--- src/rtl/systolic_pkg.sv ---
// Shared types and constants for the systolic PE array sequencer.
// Holds the FSM state enum, phase lengths and counter sizing helper.
package systolic_pkg;

    typedef enum logic [2:0] {
        IDLE,
        CLEAR,
        FEED,
        DRAIN,
        WRITE,
        DONE
    } state_t;

    localparam int SYSTOLIC_SIZE_DEF = 16;
    localparam int DRAIN_CYCLES      = 2 * SYSTOLIC_SIZE_DEF;
    localparam int WRITE_CYCLES      = SYSTOLIC_SIZE_DEF;

    // Phase counter must hold num_k-1 and 2S-1 without wrapping.
    function automatic int phase_width(input int kw, input int s);
        int dw;
        dw = $clog2(2 * s) + 1;
        return (kw > dw) ? kw : dw;
    endfunction

endpackage

--- src/rtl/phase_counter.sv ---
// Loadable down-counter with terminal-count flag.
// Shared by the FEED, DRAIN and WRITE phases of the sequencer.
module phase_counter #(
    parameter int W = 12
) (
    input  logic         clk,
    input  logic         rst_n,
    input  logic         load,
    input  logic [W-1:0] load_val,
    input  logic         en,
    output logic         tc
);

    logic [W-1:0] cnt;

    // Load has priority; otherwise count down and park at zero.
    always_ff @(posedge clk or negedge rst_n) begin
        if (!rst_n) begin
            cnt <= '0;
        end else if (load) begin
            cnt <= load_val;
        end else if (en && (cnt != '0)) begin
            cnt <= cnt - W'(1);
        end
    end

    assign tc = (cnt == '0);

endmodule

--- src/rtl/pe_array_ctrl.sv ---
// Tile sequencer for the output-stationary systolic PE array.
// Clears accumulators, feeds num_k operands, drains, then shifts out.
module pe_array_ctrl
    import systolic_pkg::*;
#(
    parameter int DATA_WIDTH    = 16,
    parameter int SYSTOLIC_SIZE = SYSTOLIC_SIZE_DEF,
    parameter int K_WIDTH       = 12
) (
    input  logic                             clk,
    input  logic                             rst_n,
    input  logic                             start,
    input  logic [K_WIDTH-1:0]               num_k,
    output logic                             rd_en,
    output logic [K_WIDTH-1:0]               rd_addr,
    output logic                             reset_pe,
    output logic                             write_out_en,
    output logic                             ofm_valid,
    output logic [$clog2(SYSTOLIC_SIZE)-1:0] ofm_col,
    output logic                             busy,
    output logic                             done
);

    localparam int PW = phase_width(K_WIDTH, SYSTOLIC_SIZE);
    localparam int CW = $clog2(SYSTOLIC_SIZE);

    localparam logic [PW-1:0] DRAIN_LOAD = PW'(2 * SYSTOLIC_SIZE - 1);
    localparam logic [PW-1:0] WRITE_LOAD = PW'(SYSTOLIC_SIZE - 1);

    if (SYSTOLIC_SIZE < 2 || DATA_WIDTH < 1) begin : g_param_check
        $error("pe_array_ctrl: SYSTOLIC_SIZE must be >= 2");
    end

    state_t          state;
    logic [K_WIDTH-1:0] k_lat;
    logic            cnt_load;
    logic            cnt_en;
    logic [PW-1:0]   cnt_val;
    logic            cnt_tc;

    phase_counter #(
        .W(PW)
    ) u_phase (
        .clk     (clk),
        .rst_n   (rst_n),
        .load    (cnt_load),
        .load_val(cnt_val),
        .en      (cnt_en),
        .tc      (cnt_tc)
    );

    // Phase counter control: reload on each phase entry, count within.
    always_comb begin
        cnt_load = 1'b0;
        cnt_en   = 1'b0;
        cnt_val  = '0;
        unique case (state)
            CLEAR: begin
                cnt_load = 1'b1;
                cnt_val  = PW'(k_lat) - PW'(1);
            end
            FEED: begin
                cnt_en = 1'b1;
                if (cnt_tc) begin
                    cnt_load = 1'b1;
                    cnt_val  = DRAIN_LOAD;
                end
            end
            DRAIN: begin
                cnt_en = 1'b1;
                if (cnt_tc) begin
                    cnt_load = 1'b1;
                    cnt_val  = WRITE_LOAD;
                end
            end
            WRITE: begin
                cnt_en = 1'b1;
            end
            default: begin
            end
        endcase
    end

    // Tile FSM with registered strobes and inline read address counter.
    always_ff @(posedge clk or negedge rst_n) begin
        if (!rst_n) begin
            state        <= IDLE;
            k_lat        <= '0;
            reset_pe     <= 1'b0;
            rd_en        <= 1'b0;
            rd_addr      <= '0;
            write_out_en <= 1'b0;
        end else begin
            unique case (state)
                IDLE: begin
                    if (start) begin
                        k_lat <= num_k;
                        if (num_k != '0) begin
                            state    <= CLEAR;
                            reset_pe <= 1'b1;
                        end else begin
                            state <= DONE;
                        end
                    end
                end
                CLEAR: begin
                    state    <= FEED;
                    reset_pe <= 1'b0;
                    rd_en    <= 1'b1;
                    rd_addr  <= '0;
                end
                FEED: begin
                    if (cnt_tc) begin
                        state <= DRAIN;
                        rd_en <= 1'b0;
                    end else begin
                        rd_addr <= rd_addr + K_WIDTH'(1);
                    end
                end
                DRAIN: begin
                    if (cnt_tc) begin
                        state        <= WRITE;
                        write_out_en <= 1'b1;
                    end
                end
                WRITE: begin
                    if (cnt_tc) begin
                        state        <= DONE;
                        write_out_en <= 1'b0;
                    end
                end
                DONE: begin
                    state <= IDLE;
                end
                default: begin
                    state <= IDLE;
                end
            endcase
        end
    end

    // Output beat flag trails the shift enable; column counts valid beats.
    always_ff @(posedge clk or negedge rst_n) begin
        if (!rst_n) begin
            ofm_valid <= 1'b0;
            ofm_col   <= '0;
        end else begin
            ofm_valid <= write_out_en;
            if (write_out_en && ofm_valid) begin
                ofm_col <= ofm_col + CW'(1);
            end else begin
                ofm_col <= '0;
            end
        end
    end

    assign busy = (state != IDLE);
    assign done = (state == DONE);

endmodule
--- config.mk ---
export PLATFORM = sky130hd
export DESIGN_NAME = pe_array_ctrl
export DESIGN_NICKNAME = d
export VERILOG_FILES = /design/src/rtl/systolic_pkg.sv /design/src/rtl/phase_counter.sv /design/src/rtl/pe_array_ctrl.sv
export SDC_FILE = /design/constraint.sdc
export NUM_CORES = 1
export LEC_CHECK = 0
export BUFFER_PORTS_ARGS = -buffer_cell sky130_fd_sc_hd__buf_4
export CAP_MARGIN = 20
export CORE_UTILIZATION = 52
export CTS_CLUSTER_SIZE = 40
export DETAILED_ROUTE_END_ITERATION = 16
export PLACE_DENSITY = 0.76
export SETUP_SLACK_MARGIN = 0.5
export SKIP_LAST_GASP = 1
export SYNTH_ARGS = -nofsm -noshare
export SYNTH_HDL_FRONTEND = slang
export SYNTH_SLANG_ARGS = --single-unit
--- constraint.sdc ---
create_clock -name clk -period 2.13 [get_ports clk]
set_input_delay 0.3195 -clock clk [delete_from_list [all_inputs] [get_ports clk]]
set_output_delay 0.3195 -clock clk [all_outputs]
set_load 0.005 [all_outputs]
# Yosys cells after proc, flatten, opt, wreduce, memory -nomap -nowiden
# Index checks and enable logic that the tools add are counted.
# Widths: inputs -> output; s select.
# word_totals
regBits,47
latchBits,0
ram_bits,0
rom_bits,0
output_inout_bits,22
n_memories,0
# classes
addsub,4
n_mul,0
n_div,0
order_cmp,0
n_eq_ne,11
n_shift,0
n_mux,24
n_bitwise,0
reduce_logical,19
# op_table
op,count
$mux 12,3
$pmux 12 s3,1
$pmux 12 s2,1
$reduce_bool 12->1,2
$sub 12x1->12 const B,2
$mux 3,5
$pmux 3 s5,1
$add 12x1->12 const B,1
$logic_not 12->1,1
$ne 2x2->1 const B,6
$mux 4,2
$pmux 1 s2,4
$reduce_bool 2->1,4
$eq 3x2->1 const B,2
$eq 3x3->1 const B,2
$mux 1,6
$reduce_and 2->1,3
$reduce_and 3->1,2
$mux 5,1
$add 4x1->4 const B,1
$reduce_and 4->1,1
$eq 3x1->1 const B,1
$logic_not 3->1,1
$reduce_bool 3->1,1
3 further kinds,4

# Longest topological paths before layout
# logic_depth
ltp_word,6
depth_mapped,8
ltp_nobuf,7

# Hierarchy
# From an unflattened synthesis, not the netlist that was laid out.
# hier_totals
hier_cells,283
area_unflattened_um2,2741.4
# by_module_without_submodules
mod,n_inst,cells_per_inst,area_per_inst_um2,seq_area_each_um2
pe_array_ctrl,1,194,1943.1,875.8
phase_counter,1,89,798.3,300.3

# Worst setup path after synthesis
# No wires, ideal clock.
# synth_path
kind,register to register
from,reg u_phase.cnt[0]
to,reg u_phase.cnt[5]
setup_ns,0.121
arrival_ns,1.872
required_ns,2.009
setup_slack_ns,0.137
stages_incl_launch_ff,8
path_cell_list,dfrtp_1 -> inv_1 -> ha_1 -> nor4b_2 -> nand3_2 -> a31o_2 -> clkbuf_1 -> a22o_1
# synth_via
elab_chain_cells,4
elab_cells_between_ends,9
# synth_rtl
item,line,text
from (decl),phase_counter.sv:14,logic [W-1:0] cnt;
from (signal assigned),phase_counter.sv:21,cnt <= load_val;
from (signal assigned),phase_counter.sv:23,cnt <= cnt - W'(1);
branches (longest 4 deep; another with $sub 12x1->12),--,
# Several ways; the timed one is not identified. The select of a mux whose other input is x is not followed.
# A chain may end at the register's enable or synchronous reset.

# Worst setup path after layout
# layout_path
from,reg u_phase.cnt[0]
to,reg rd_addr[6]
# layout_via
elab_chain_cells,3
# layout_rtl
item,line,text
$logic_not 12->1,phase_counter.sv:27,assign tc = (cnt == '0);
$ne 2x2->1 (no source line),--,
$reduce_and 2->1 (no source line),--,
to (signal assigned),pe_array_ctrl.sv:117,rd_addr <= rd_addr + K_WIDTH'(1);
to (decl),pe_array_ctrl.sv:15,"output logic [K_WIDTH-1:0] rd_addr,"
# No other way between the ends.

==> flow_metrics.env <==
export IMPL_vias=2900
export IMPL_grt_pass1_vias=2652
export IMPL_grt_antenna_before_repair=0
export IMPL_std_cell_rows=25
export IMPL_pwr_share_comb_pct=47.0
export IMPL_cts_max_level=2
export IMPL_num_antenna_cells=0
export IMPL_path_class="reg -> reg"
export IMPL_max_cap_violations=0
export IMPL_crit_chain="inv_2 -> ha_4 -> nor4b_4 -> buf_4 -> nand3_4 -> buf_6 -> buf_6 -> buf_6 -> nand2_4 -> or3_1 -> a21oi_2"
export IMPL_ys_seq_elements=47
export IMPL_grt_max_degree=48
export IMPL_cts_tree="built"
export IMPL_cp_max_fo=5
export IMPL_yosysSeqAreaShare_pct=44.7
export IMPL_ys_warn_count=0
export IMPL_tightestPinTransition_ns=0.589
export IMPL_internal_power_mw=2.79
export IMPL_drtIter0Drc=375
export IMPL_fmax_mhz=488
export IMPL_finalSetupViolations=0
export IMPL_viasPerCell=6.52
export IMPL_dieArea_mm2=0.00534
export IMPL_status="completed"
export IMPL_fin_worst_skew_ns=0.0153
export IMPL_worstSkewPairLatency_ns=0.31
export IMPL_p_sw_share_pct=41.3
export IMPL_total_leakage_power_nw=1.78
export IMPL_final_max_slew_viol_count=0
export IMPL_period_share_pct=96.1
export IMPL_core_mm2=0.00479
export IMPL_preCtsSetupSlack_ns=0.102
export IMPL_critPathArrivalTime_ns=2.28
export IMPL_drive_gt1_share_pct=49.2
export IMPL_io_buffers=36
export IMPL_netlist_instances=280
export IMPL_die_h_um=73.1
export IMPL_fp_dieW_um=73.1
export IMPL_startpoint_type="flop"
export IMPL_postRouteAntennaNets=0
export IMPL_clock_sinks=47
export IMPL_nets=397
export IMPL_wirelength_um=9880
export IMPL_hold_viol=0
export IMPL_clkTransAtPathRegs_ns=0.10
export IMPL_power_density_mw_per_mm2=1160
export IMPL_numCtsBuffers=5
export IMPL_fin_ws_ns=0.0829
export IMPL_synth_avg_cell_area_um2=9.39
export IMPL_period_needed_ns=2.05
export IMPL_syn_num_nets=300
export IMPL_syn_area_mm2=0.00263
export IMPL_rsz0062_at_grt="true"
export IMPL_setup_tns_ns=0
export IMPL_critPathLaunch="u_phase.cnt[0]"
export IMPL_path_delay_family="simple AND/OR/NAND/NOR gates"
export IMPL_area_growth_pct=56.6
export IMPL_crit_buf_inv=5
export IMPL_relSlewSlack_pct=60.7
export IMPL_slowest_stage="dfrtp_1"
export IMPL_slowest_delay_ns=0.41
export IMPL_gp_congestion=0.857
export IMPL_start_util_pct=54.9
export IMPL_synth_edf_count=0
export IMPL_peakVddDrop_mv=0.811
export IMPL_clkPwrFrac_pct=16.9
export IMPL_ioPinCount=37
export IMPL_drc=0
export IMPL_cts_hold_buffers=0
export IMPL_hpwl_um=4350
export IMPL_rrSetupSlack_ns=0.08
export IMPL_cts_max_path_buffers=2
export IMPL_power_switching_mw=1.96
export IMPL_wl_per_cell_um=22.2
export IMPL_r2r_end="rd_addr[6]"
export IMPL_instances_no_fill=445
export IMPL_drt_pre_antenna_iters=5
export IMPL_pwr_share_seq_pct=36.1
export IMPL_reg2reg_from="u_phase.cnt[0]"
export IMPL_reg2reg_depth=11
export IMPL_crit_path_frequent_cell="buf_6"
export IMPL_cp_required_ns=2.36
export IMPL_grt_overflow_total=0
export IMPL_end_kind="flop"
export IMPL_worst_hold_path_type="in -> async"
export IMPL_ys_flop_type="dfrtp_1"
export IMPL_async_flop_share_pct=100
export IMPL_grt_first_pass_wirelength_um=13300
export IMPL_dpl_cell_count=387
export IMPL_root_buffer="clkbuf_8"
export IMPL_gr_usage_all_layers_pct=33.0
export IMPL_yosysUniqueCellTypes=51
## cell usage in the layout, fill, tap and decap left out, types with 6 or more instances in the layout
cell type	count
buf_6	18
xnor2_1	12
mux2_4	9
buf_4	78
a22o_1	6
nor3_1	6
inv_1	6
o21ai_1	9
nor2_1	28
nand3_1	9
dfrtp_1	43
nand2_1	14
## cell families (layout without fill, tap and decap cells)
family,Yosys count,count (layout),synth area share [%]
muxes,10,10,4.28
xor gates and xnor gates,17,17,5.66
buffers and inverters,22,118,3.47
DFF,47,47,44.7
adders and majority gates,5,5,2.38
AOI/OAI and AO/OA,60,62,15.2
and+or+nand+nor,119,119,24.3
## repair_timing
| item | in CTS | in global routing |
|---|---|---|
| gates cloned | 3 | 1 |
| pin swaps | 36 | 30 |
| hold endpoints to repair | 0 | 0 |
| setup buffers | 31 | 15 |
| gates resized for setup | 52 | 48 |
| setup endpoints to repair | 39 | 42 |
## power by group through the flow
| stage | Clock [mW] | Combinational (mW) | Sequential [mW] |
|---|---|---|---|
| after floorplan | 0 | 1.03 | 1.53 |
| after global placement | 0 | 1.42 | 1.63 |
| after detailed placement | 0 | 1.45 | 1.65 |
| after CTS | 0.788 | 1.79 | 1.63 |
| after global routing | 0.836 | 2.35 | 1.75 |
| final | 0.804 | 2.24 | 1.72 |
## cells in the mapped netlist (9+ instances only)
cell     count  area (µm²)
mux2_2      10         113
nor3_1      12        60.1
nor4_1       9        56.3
xnor2_1     13         114
dfrtp_1     47        1180
nand3_1     13        65.1
a21oi_1     10        50.1
inv_1       11        41.3
o21ai_0     16        80.1
nor2_1      32         120
nand2_1     17        63.8
## how the worst max path moves through the flow
| stage | to | slack, ns | depth (start not counted) |
|---|---|---|---|
| 4_1_cts | u_phase.cnt[7] | 0.22 | 5 |
| 3_3_place_gp | u_phase.cnt[7] | 0.21 | 5 |
| 3_5_place_dp | u_phase.cnt[4] | 0.10 | 7 |
| 2_1_floorplan | u_phase.cnt[7] | 0.24 | 5 |
| 5_1_grt | rd_addr[6] | 0.03 | 11 |
| 6_report | rd_addr[6] | 0.08 | 11 |
## metal layers
layer | GRT usage (%) | wire length [µm] | vias up | share of wire [%]
li1 | - | - | 1233 | -
met1 | 44.3 | 3770 | 1401 | 38
met2 | 51.5 | 4790 | 214 | 48
met3 | 6.49 | 875 | 52 | 8.9
met4 | 14.8 | 446 | 0 | 4.5
met5 | 0 | 0 | - | 0
## area by class of cell
| type | count | area (µm²) |
|---|---|---|
| Clock inverter | 2 | 60.1 |
| Clock buffer | 6 | 72.6 |
| Timing Repair Buffer | 99 | 848 |
| Inverter | 11 | 45.0 |
| Fill cell | 218 | 668 |
| Tap cell | 67 | 83.8 |
| Sequential cell | 47 | 1180 |
| Multi-Input combinational cell | 213 | 1830 |
## sequential cells by signal (all words and copies together), names as in the netlist
| name | cells |
|---|---|
| ofm_valid | 1 |
| write_out_en | 1 |
| rd_en | 1 |
| ofm_col | 4 |
| u_phase.cnt | 12 |
| k_lat | 12 |
| state | 3 |
| rd_addr | 12 |
| reset_pe | 1 |
## worst register-to-register path, cell delays in order (launching register included)
cell,delay [ns]
dfrtp_1,0.41
inv_2,0.09
ha_4,0.16
nor4b_4,0.12
buf_4,0.16
nand3_4,0.13
buf_6,0.12
buf_6,0.09
buf_6,0.11
nand2_4,0.07
or3_1,0.35
a21oi_2,0.15
## metrics by stage
step	hold WS (ns)	cell area [µm²]	utilization [%]	power [mW]
floorplan	0.0239	2780	-	2.56
global placement	0.367	3160	66.1	3.06
detailed placement	0.369	3160	66.1	3.10
CTS	0.0378	3780	79.0	4.21
global route	0.0635	4120	86.0	4.93
finish	0.00538	4120	86.0	4.76
Power figures use the tool's default switching activity.
